[config.mk]
export PLATFORM = sky130hd
export DESIGN_NAME = microwave_controller
export DESIGN_NICKNAME = d
export VERILOG_FILES = /design/src/rtl/microwave_controller.sv
export SDC_FILE = /design/constraint.sdc
export NUM_CORES = 1
export LEC_CHECK = 0
export BUFFER_PORTS_ARGS = -buffer_cell sky130_fd_sc_hd__buf_4
export CORE_ASPECT_RATIO = 0.9
export CORE_MARGIN = 2
export CORE_UTILIZATION = 55
export DETAILED_ROUTE_END_ITERATION = 7
export PLACE_DENSITY = 0.79
export REMOVE_ABC_BUFFERS = 1
export SLEW_MARGIN = 25
export SYNTH_ARGS = -nofsm -noshare
export SYNTH_HDL_FRONTEND = slang
export SYNTH_SLANG_ARGS = --single-unit
[constraint.sdc]
create_clock -name clk -period 3 [get_ports clk]
set_clock_uncertainty 0.2 [all_clocks]
set_input_delay 0.45 -clock clk [delete_from_list [all_inputs] [get_ports clk]]
set_output_delay 0.45 -clock clk [all_outputs]
set_load 0.005 [all_outputs]
[src/rtl/microwave_controller.sv]
// Microwave sequencing FSM: M:SS BCD entry, countdown, pause/resume and done beep.
// Optional door interlock enabled by defining DOOR_INTERLOCK_EN.
module microwave_controller #(
  parameter int unsigned DONE_TICKS = 3
) (
  input  logic       clk,
  input  logic       rstn,
  input  logic [3:0] D,
  input  logic       loadn,
  input  logic       pgt_1Hz,
  input  logic       startn,
  input  logic       stopn,
  input  logic       clearn,
  input  logic       door_closed,
  output logic       enablen,
  output logic [3:0] min_ones,
  output logic [3:0] sec_tens,
  output logic [3:0] sec_ones,
  output logic       mag_on,
  output logic       done,
  output logic [2:0] state
);

  localparam int unsigned CW = (DONE_TICKS > 1) ? $clog2(DONE_TICKS) : 1;

  typedef enum logic [2:0] {
    S_IDLE  = 3'd0,
    S_ENTRY = 3'd1,
    S_COOK  = 3'd2,
    S_PAUSE = 3'd3,
    S_DONE  = 3'd4
  } state_t;

  state_t          r_state, w_state_nx;
  logic [3:0]      r_min, r_tens, r_ones;
  logic [3:0]      w_min_nx, w_tens_nx, w_ones_nx;
  logic [3:0]      w_dmin, w_dtens, w_dones;
  logic [CW-1:0]   r_done_cnt, w_done_cnt_nx;
  logic            r_mag, r_done, r_enablen;
  logic            r_loadn_q, r_loadn_qq, r_tick_q, r_tick_qq;
  logic            w_load_ev, w_tick_ev;
  logic            w_time_zero, w_dec_zero, w_door_open;

  // Strobes are sampled once, then compared against their own delayed copy.
  always_ff @(posedge clk or negedge rstn) begin
    if (!rstn) begin
      r_loadn_q  <= 1'b1;
      r_loadn_qq <= 1'b1;
      r_tick_q   <= 1'b0;
      r_tick_qq  <= 1'b0;
    end else begin
      r_loadn_q  <= loadn;
      r_loadn_qq <= r_loadn_q;
      r_tick_q   <= pgt_1Hz;
      r_tick_qq  <= r_tick_q;
    end
  end

  assign w_load_ev = r_loadn_qq & ~r_loadn_q;
  assign w_tick_ev = r_tick_q & ~r_tick_qq;

`ifdef DOOR_INTERLOCK_EN
  assign w_door_open = ~door_closed;
`else
  logic w_door_unused;
  assign w_door_unused = door_closed;
  assign w_door_open   = 1'b0;
`endif

  assign w_time_zero = ({r_min, r_tens, r_ones} == 12'd0);

  // Borrow from minutes always reloads 59, even if sec_tens was entered above 5.
  always_comb begin
    w_dmin  = r_min;
    w_dtens = r_tens;
    w_dones = r_ones;
    if (r_ones != 4'd0) begin
      w_dones = r_ones - 4'd1;
    end else if (r_tens != 4'd0) begin
      w_dtens = r_tens - 4'd1;
      w_dones = 4'd9;
    end else if (r_min != 4'd0) begin
      w_dmin  = r_min - 4'd1;
      w_dtens = 4'd5;
      w_dones = 4'd9;
    end
  end

  assign w_dec_zero = ({w_dmin, w_dtens, w_dones} == 12'd0);

  always_comb begin
    w_state_nx    = r_state;
    w_min_nx      = r_min;
    w_tens_nx     = r_tens;
    w_ones_nx     = r_ones;
    w_done_cnt_nx = r_done_cnt;
    case (r_state)
      S_IDLE, S_ENTRY: begin
        if (!clearn) begin
          w_state_nx = S_IDLE;
          w_min_nx   = '0;
          w_tens_nx  = '0;
          w_ones_nx  = '0;
        end else if (!startn && !w_time_zero && !w_door_open) begin
          w_state_nx = S_COOK;
        end else if (w_load_ev && (D <= 4'd9)) begin
          w_min_nx   = r_tens;
          w_tens_nx  = r_ones;
          w_ones_nx  = D;
          w_state_nx = S_ENTRY;
        end
      end
      S_COOK: begin
        if (!clearn) begin
          w_state_nx = S_IDLE;
          w_min_nx   = '0;
          w_tens_nx  = '0;
          w_ones_nx  = '0;
        end else if (w_door_open || !stopn) begin
          w_state_nx = S_PAUSE;
        end else if (w_tick_ev) begin
          w_min_nx  = w_dmin;
          w_tens_nx = w_dtens;
          w_ones_nx = w_dones;
          if (w_dec_zero) begin
            w_state_nx    = S_DONE;
            w_done_cnt_nx = '0;
          end
        end
      end
      S_PAUSE: begin
        if (!clearn) begin
          w_state_nx = S_IDLE;
          w_min_nx   = '0;
          w_tens_nx  = '0;
          w_ones_nx  = '0;
        end else if (!startn && !w_door_open) begin
          w_state_nx = S_COOK;
        end
      end
      S_DONE: begin
        if (!clearn || !stopn) begin
          w_state_nx = S_IDLE;
        end else if (w_tick_ev) begin
          if (r_done_cnt == CW'(DONE_TICKS - 1)) begin
            w_state_nx = S_IDLE;
          end else begin
            w_done_cnt_nx = r_done_cnt + 1'b1;
          end
        end
      end
      default: begin
        w_state_nx = S_IDLE;
        w_min_nx   = '0;
        w_tens_nx  = '0;
        w_ones_nx  = '0;
      end
    endcase
  end

  always_ff @(posedge clk or negedge rstn) begin
    if (!rstn) begin
      r_state    <= S_IDLE;
      r_min      <= '0;
      r_tens     <= '0;
      r_ones     <= '0;
      r_done_cnt <= '0;
      r_mag      <= 1'b0;
      r_done     <= 1'b0;
      r_enablen  <= 1'b0;
    end else begin
      r_state    <= w_state_nx;
      r_min      <= w_min_nx;
      r_tens     <= w_tens_nx;
      r_ones     <= w_ones_nx;
      r_done_cnt <= w_done_cnt_nx;
      r_mag      <= (w_state_nx == S_COOK);
      r_done     <= (w_state_nx == S_DONE);
      r_enablen  <= (w_state_nx == S_COOK) || (w_state_nx == S_PAUSE) ||
                    (w_state_nx == S_DONE);
    end
  end

  assign state    = r_state;
  assign min_ones = r_min;
  assign sec_tens = r_tens;
  assign sec_ones = r_ones;
  assign mag_on   = r_mag;
  assign done     = r_done;
  assign enablen  = r_enablen;

endmodule

==> results_dict.tcl <==
set metrics [dict create \
    dieArea_mm2 0.00351 \
    rsz0062_at_grt "false" \
    crit_buf_inv 2 \
    placed_area_mm2 0.00191 \
    area_growth_pct 18.7 \
    fillCellCount 251 \
    synth.distinct_cells 52 \
    outcome "finished, final reports clean" \
    drtIter0Drc 95 \
    synth_async_sr_flop_share_pct 100 \
    synth_edf_count 0 \
    grt_usage_pct 25.9 \
    clock_sinks 24 \
    numCtsBuffers 3 \
    cp_cell_sequence "inv_1, ha_1, nor3b_4, a311oi_1, o21ai_2, and3_1, buf_4, nand3_1, o21ai_1" \
    wirelength_mm 4.17 \
    final_common_cell "buf_4" \
    slowest_delay_ns 0.51 \
    synth_area_mm2 0.00168 \
    grt_first_pass_wirelength_mm 7.19 \
    period_minus_slack_ns 2.69 \
    post_drt_wl_per_cell_um 16.1 \
    tightestPinTransition_ns 0.451 \
    max-cap-violations 0 \
    grt_pass1_vias 1550 \
    p_int_uw 1240 \
    p_seq_share_pct 25.3 \
    cp_max_fo 9 \
    end_kind "register" \
    ir_drop_v 0.000572 \
    postLayoutCoreUtil_pct 66.6 \
    vias 1613 \
    fp.dieH_um 56.4 \
    final_cell_mix "buf_4, dfrtp_1, nand2_1" \
    maxSlewHeadroom_pct 70.0 \
    final_nets 236 \
    crit_required_ns 3.06 \
    crit_arrival_ns 2.75 \
    pwr-share-clk_pct 10.3 \
    antenna_found_initial 0 \
    setup-tns-final_ns 0 \
    min_path_type "in2reg" \
    max_freq_mhz 372 \
    switchingPower_uw 1070 \
    ios 30 \
    portBuffers 28 \
    core_region_area_mm2 0.00300 \
    grt-ovfl-total 0 \
    via_per_inst 6.20 \
    cts_resized 0 \
    place_hpwl_mm 3.08 \
    place_congestion 0.982 \
    ys.flop_type "dfrtp_1" \
    syn_inst 188 \
    p_sw_share_pct 46.3 \
    initial_core_util_pct 56.1 \
    drv_slew 0 \
    path_delay_family "simple AND/OR/NAND/NOR gates" \
    ctsLongestPathBuffers 2 \
    finalSetupViolations 0 \
    cts_max_level 1 \
    synth-seq-cells 24 \
    stdcell_area_mm2 0.00199 \
    place_ws_ns 0.400 \
    cts_tree "done" \
    cp_slowest_cell "dfrtp_1" \
    ys_warn_count 0 \
    cts.clk_slew.worst_paths_ns 0.14 \
    leakage_uw 0.000921 \
    drc_errors 0 \
    synth-seq-area-share_pct 35.9 \
    ant_nets 0 \
    clk_latency_ns 0.32 \
    seqCellArea_um2 603 \
    cts-root-buf "clkbuf_4" \
    drive_above_1_share_pct 22.9 \
    placed_cells 253 \
    avgSynthCellArea_um2 8.94 \
    finalHoldViolCount 0 \
    min_period_over_period_pct 89.6 \
    rows 19 \
    stdcell_count 260 \
    worstSetupPathType "reg2reg" \
    die_w_um 62.3 \
    start_kind "register" \
    multiInputGateArea_um2 975 \
    dr.pass1.iters 4 \
    grt_max_degree 25 \
    diodes 0 \
    fin_ws_ns 0.311 \
    combPwrFrac_pct 64.4 \
    powerDensity_mw_per_mm2 1160 \
]
[timing repair]
| action | 4_1_cts | 5_1_grt |
|---|---|---|
| endpoints found under the hold margin | 22 | 2 |
| hold buffers | 1 | 2 |
| buffers inserted | 0 | 0 |
[final cells by class]
class	count	share of cell area [%]
Clock buffer	3	1.13
Clock inverter	1	1.51
Inverter	11	2.07
Multi-Input combinational cell	144	48.9
Sequential cell	24	30.2
Tap cell	42	2.63
Timing Repair Buffer	35	13.6
[final timing paths]
| check | start | to | slack, ns | cells past startpoint |
|---|---|---|---|---|
| worst max-delay path | sec_tens[0] | min_ones[0] | 0.31 | 9 |
| worst min-delay path | stopn | state[0] | 0.17 | 2 |
| worst max register to register | sec_tens[0] | min_ones[0] | 0.31 | 9 |
| worst min register to register | r_loadn_q | r_loadn_qq | 0.18 | 0 |
| max in group asynchronous | rstn | r_loadn_q | 1.98 | 2 |
| min in group asynchronous | rstn | state[0] | 0.34 | 2 |
[Yosys cell counts, drive strengths merged, types with 2 or more instances]
master,n,share of area [%]
or3b,3,1.9
a22oi,8,3.6
dfstp,2,3.1
mux2,2,1.3
a31oi,4,1.5
ha,5,3.7
and2,3,1.1
inv,11,2.5
nand3,10,4.0
nor3b,3,3.0
nor2,11,2.5
and3b,3,1.6
dfrtp,22,33
o31ai,3,1.3
nand2,20,4.6
nand4,2,0.74
a22o,3,1.6
nor2b,3,1.1
a211oi,2,0.89
mux2i,2,1.2
nor3,7,2.4
a32oi,3,1.6
xnor2,2,1.0
buf,5,2.8
clkbuf,4,0.89
o22ai,8,3.0
o211ai,3,1.3
and3,5,1.9
nand3b,2,0.89
o21ai,16,5.0
[routing by layer]
layer  share of wire, %  track usage, %  wire length (um)
met4                1.5            11.7                61
met5                  0               0                 0
met3                6.6            2.40               277
met2                 48            42.9              2000
met1                 44            34.7              1840
[through the flow]
step / total power (uW) / hold slack (ns)
final: 2320 / 0.167
after global routing: 2510 / 0.163
after CTS: 2310 / 0.0148
after detailed placement: 2060 / 0.158
after global placement: 2000 / 0.156
after floorplan: 1590 / -0.0456
[logic make-up after synthesis]
family,Yosys count,share of synthesized area [%]
muxes,4,2.53
xor gates and xnor gates,2,1.04
buffers and inverters,20,6.11
and+or+nand+nor,76,27.3
AOI/OAI and AO/OA,57,23.4
DFF,24,35.9
adders and majority gates,5,3.72
[power groups by stage]
stage	Combinational [uW]	Sequential [uW]	Clock [uW]
after floorplan	1040	553	0
after global placement	1420	579	0
after detailed placement	1470	588	0
after CTS	1480	582	241
after global routing	1650	607	257
final	1490	585	239
[registers in the layout, indices dropped and copies added, names as in the netlist]
name and count:
sec_tens 4, min_ones 4, state 3, sec_ones 4, r_done_cnt 2, r_tick_q 1
r_loadn_q 1, mag_on 1, r_tick_qq 1, enablen 1, done 1, r_loadn_qq 1
No activity file was read; power rests on OpenSTA's default activity.
